`src/rtl/uart_tx_arbiter.sv`:
```
// rtl/uart_tx_arbiter.sv - packet-granular round-robin arbiter in front of one uart_tx serializer
// Optional requester-index tag byte ahead of each packet: define UART_ARB_TAG_EN.
module uart_tx_arbiter #(
  parameter int NUM_REQ = 4
) (
  input  logic                 clk,
  input  logic                 reset_n,
  input  logic [NUM_REQ-1:0]   req_valid,
  input  logic [8*NUM_REQ-1:0] req_data,
  input  logic [NUM_REQ-1:0]   req_last,
  output logic [NUM_REQ-1:0]   req_ready,
  output logic [NUM_REQ-1:0]   grant,
  output logic                 busy,
  output logic [7:0]           tx_data,
  output logic                 tx_start,
  input  logic                 tx_finish
);

  localparam int IW = $clog2(NUM_REQ);

  typedef enum logic [2:0] {
    S_IDLE,
    S_SEND,
`ifdef UART_ARB_TAG_EN
    S_TAG,
    S_WAIT_TAG,
`endif
    S_WAIT
  } state_t;

  state_t             state_q, state_d;
  logic [IW-1:0]      ptr_q, ptr_d;
  logic [IW-1:0]      gidx_q, gidx_d;
  logic               last_q, last_d;
  logic [NUM_REQ-1:0] grant_d;
  logic [NUM_REQ-1:0] req_ready_d;
  logic               busy_d;
  logic [7:0]         tx_data_d;
  logic               tx_start_d;

  logic               found;
  logic [IW-1:0]      sel_idx;
  logic [IW-1:0]      scan;
  logic [7:0]         lane;

  assign lane = req_data[{gidx_q, 3'b000} +: 8];

  // Upward search from the pointer; wrap by explicit compare so non-power-of-2 counts work.
  always_comb begin
    found   = 1'b0;
    sel_idx = ptr_q;
    scan    = ptr_q;
    for (int k = 0; k < NUM_REQ; k++) begin
      if (!found && req_valid[scan]) begin
        found   = 1'b1;
        sel_idx = scan;
      end
      scan = (scan == IW'(NUM_REQ - 1)) ? '0 : scan + IW'(1);
    end
  end

  always_comb begin
    state_d     = state_q;
    ptr_d       = ptr_q;
    gidx_d      = gidx_q;
    last_d      = last_q;
    grant_d     = grant;
    tx_data_d   = tx_data;
    tx_start_d  = 1'b0;
    req_ready_d = '0;
    case (state_q)
      S_IDLE: begin
        if (found) begin
          gidx_d           = sel_idx;
          grant_d          = '0;
          grant_d[sel_idx] = 1'b1;
`ifdef UART_ARB_TAG_EN
          state_d          = S_TAG;
`else
          state_d          = S_SEND;
`endif
        end
      end
`ifdef UART_ARB_TAG_EN
      S_TAG: begin
        tx_data_d  = 8'h80 | 8'(gidx_q);
        tx_start_d = 1'b1;
        state_d    = S_WAIT_TAG;
      end
      S_WAIT_TAG: begin
        if (tx_finish) state_d = S_SEND;
      end
`endif
      S_SEND: begin
        if (req_valid[gidx_q]) begin
          tx_data_d           = lane;
          tx_start_d          = 1'b1;
          req_ready_d[gidx_q] = 1'b1;
          last_d              = req_last[gidx_q];
          state_d             = S_WAIT;
        end
      end
      S_WAIT: begin
        if (tx_finish) begin
          if (last_q) begin
            grant_d = '0;
            ptr_d   = (gidx_q == IW'(NUM_REQ - 1)) ? '0 : gidx_q + IW'(1);
            state_d = S_IDLE;
          end else begin
            state_d = S_SEND;
          end
        end
      end
      default: state_d = S_IDLE;
    endcase
    busy_d = (state_d != S_IDLE);
  end

  always_ff @(posedge clk) begin
    if (!reset_n) begin
      state_q   <= S_IDLE;
      ptr_q     <= '0;
      gidx_q    <= '0;
      last_q    <= 1'b0;
      grant     <= '0;
      req_ready <= '0;
      busy      <= 1'b0;
      tx_data   <= 8'h00;
      tx_start  <= 1'b0;
    end else begin
      state_q   <= state_d;
      ptr_q     <= ptr_d;
      gidx_q    <= gidx_d;
      last_q    <= last_d;
      grant     <= grant_d;
      req_ready <= req_ready_d;
      busy      <= busy_d;
      tx_data   <= tx_data_d;
      tx_start  <= tx_start_d;
    end
  end

endmodule
```
`config.mk`:
```
export PLATFORM = sky130hd
export DESIGN_NAME = uart_tx_arbiter
export DESIGN_NICKNAME = d
export VERILOG_FILES = /design/src/rtl/uart_tx_arbiter.sv
export SDC_FILE = /design/constraint.sdc
export NUM_CORES = 1
export LEC_CHECK = 0
export ABC_CLOCK_PERIOD_IN_PS = 2700
export BUFFER_PORTS_ARGS = -buffer_cell sky130_fd_sc_hd__buf_2
export CORE_UTILIZATION = 50
export DETAILED_ROUTE_END_ITERATION = 7
export PLACE_DENSITY_LB_ADDON = 0.1
export RECOVER_POWER = 100
export SKIP_LAST_GASP = 1
export SLEW_MARGIN = 25
export SYNTH_ARGS = -nofsm -noshare
export SYNTH_HDL_FRONTEND = slang
export SYNTH_SLANG_ARGS = --single-unit
```
`constraint.sdc`:
```
create_clock -name clk -period 2.7 [get_ports clk]
set_input_delay 0.54 -clock clk [delete_from_list [all_inputs] [get_ports clk]]
set_output_delay 0.54 -clock clk [all_outputs]
set_load 0.005 [all_outputs]
```
==> out/results.ini <==
[cts]
clk_pin_slew_ns=0.14
cts_buffer_depth=2
cts_resized=0
postCtsHoldBufs=0
cts-buffers-inserted=3
htreeDepth=1
tritoncts=built
insertion_delay_ns=0.31
root_buffer=clkbuf_4
clock_sinks=26
post_cts_buffers=0

[worst_setup_path]
r2r-end=grant[3]$_SDFFE_PN0P_
endpoint_kind=register
slowest_stage=dfxtp_1
critPathLaunchType=register
cp_max_fo=15
cpMostUsedCell=buf_4
crit-reg2reg-launch=ptr_q[0]$_SDFFE_PN0P_
worstSetupPathType=reg2reg
rrSetupSlack_ns=0.27
critical_path_arrival_ns=2.66
cp_cell_sequence=ha_1 -> buf_4 -> xor2_1 -> a22o_1 -> a22oi_1 -> o31a_1 -> buf_4 -> nand2_1 -> o32ai_1
crit_start=ptr_q[0]$_SDFFE_PN0P_
cpPeakStageDelay_ns=0.34
crit_required_ns=2.93
worstRegToRegCells=9

[global_routing]
grt-ovfl-total=0
grt_start_max_net_pins=27
grt_pass1_wl_um=5780
antenna_found_initial=0
grt_pass1_vias=1314
grt_util_all_layers=0.207

[power_and_ir_drop]
power_uw=804
ir_drop_v=0.000365
leakage_uw=0.000856
powerDensity_nw_per_um2=391

[die]
die_w_um=60.4
rows=20
core_area_um2=3150
die_area_um2=3650
die_y_um=60.4
initial_core_util=0.541
io_pins=61

[placed_design]
gp_congestion=0.893
io_buffers=60
post-dp-hpwl_um=2790

[finish]
layout_common_cells=50 x buf_2, 26 x dfxtp_1, 14 x mux2i_1
final_util=0.652
final_nets=276
multiInputGateArea_um2=1080
final_common_cell=buf_2
diodes=0
area_growth_pct=20.5
fillers=287
seq_area_um2=520
drive_gt1_frac=0.330

[yosys]
ys_warn_count=0
yosys.cell_types.count=47
yosysTopAreaCell=dfxtp_1
syn-cell-area_um2=1710
avgSynthCellArea_um2=9.86
synth_edf_count=0
synth_cells=173
synth_nets=221
synth-seq-cells=26
synth_seq_area_share=0.305
synth_top_area_share=0.305
async_flop_share=0
synth_flop_cell=dfxtp_1
synth_area_leaders=dfxtp_1 30%, mux4_2 15%, mux2i_1 8.2%

[route]
drt_pass1_iterations=6
routedWlPerCell_um=13.9
wirelength_um=3770
vias=1514
ant_nets=0
drc_errors=0
vias_per_cell=5.59
dr.first_iter.drc_count=56

[worst_hold_path]
hold_start=grant[3]$_SDFFE_PN0P_
min_path_cells=2
holdPathEnd=grant[3]$_SDFFE_PN0P_
hold_path_class=reg2reg

[sta]
slew_viol_final=0
hold_viol=0
hold-worst-slack_ns=0.499
skew_ns=0.00935
worstMarginPinSlew_ns=1.24
rsz0062_at_grt=no
min_period_ns=2.43
tns_ns=0
slew_headroom=0.172
fmax_mhz=411
setup_violations=0
fin_crit_sh=0.902

[run_status]
outcome=finished clean

[flow_run]
max-cap-violations=0

[through the flow]
stage | setup WS, ns | cell area (um^2) | instances
after CTS | 0.327 | 2080 | 271
after global routing | 0.0987 | 2060 | 271
after detailed placement | 0.373 | 2030 | 267
after floorplan | 0.429 | 1710 | 173
final | 0.265 | 2060 | 271
after global placement | 0.486 | 2030 | 267
[per-layer routing]
layer	track usage	up-vias	wire, um
met5	0	-	0
met4	0.0455	0	19
met3	0.0490	2	202
met2	0.358	46	1870
met1	0.263	712	1670
li1	-	754	-
[cells by family (layout without fill, tap and decap cells)]
logic type                 after synthesis  after routing  synth area share
AOI/OAI and AO/OA                       34             34             0.147
xor gates and xnor gates                 1              1           0.00513
adders and majority gates                5              5            0.0367
buffers and inverters                   21             75            0.0572
DFF                                     26             26             0.305
muxes                                   27             27             0.240
other                                    1              1           0.00220
and+or+nand+nor                         58             58             0.206
[cells in the mapped netlist, drive strengths merged, types with 3 or more instances]
| cell type | n |
|---|---|
| dfxtp | 26 |
| mux2i | 14 |
| nor2b | 12 |
| buf | 11 |
| mux4 | 11 |
| nand3 | 8 |
| nor2 | 8 |
| a21oi | 6 |
| o21ai | 6 |
| clkbuf | 5 |
| ha | 5 |
| inv | 5 |
| nand2b | 5 |
| and3 | 4 |
| nand2 | 4 |
| o32ai | 4 |
| nand3b | 3 |
| o211ai | 3 |
| or3b | 3 |
[worst max path at each step]
stage	cells past startpoint	to	slack [ns]
finish	9	grant[3]$_SDFFE_PN0P_	0.27
global route	9	grant[2]$_SDFFE_PN0P_	0.1
CTS	9	grant[3]$_SDFFE_PN0P_	0.33
detailed placement	9	grant[2]$_SDFFE_PN0P_	0.37
global placement	9	grant[2]$_SDFFE_PN0P_	0.49
floorplan	8	busy$_SDFF_PN0_	0.43
[sequential cells by signal, summed over array words and instances (netlist names)]
| signal | count |
|---|---|
| busy | 1 |
| gidx_q | 2 |
| grant | 4 |
| last_q | 1 |
| ptr_q | 2 |
| req_ready | 4 |
| state_q | 3 |
| tx_data | 8 |
| tx_start | 1 |
[layout make-up]
cell class	count	share of cell area
inverter	5	0.00913
timing repair buffer	66	0.162
tap	44	0.0268
clock buffer	3	0.0110
multi-input combinational	126	0.523
clock inverter	1	0.0146
sequential	26	0.253
[report_power, final]
part           internal, uW  total, uW  leakage [uW]  switching, uW
logic                  80.9        147      0.000617           66.3
registers               393        399      0.000211           5.82
clock network           150        258     0.0000279            108
[critical path: cells and delay by family (launching register included)]
family / cells / cell delay, ns
AOI/OAI and AO/OA: 4 / 1.01
buffers and inverters: 2 / 0.40
DFF: 1 / 0.34
adders and majority gates: 1 / 0.33
xor gates and xnor gates: 1 / 0.18
and+or+nand+nor: 1 / 0.07
No activity file was read; power rests on OpenSTA's default activity.
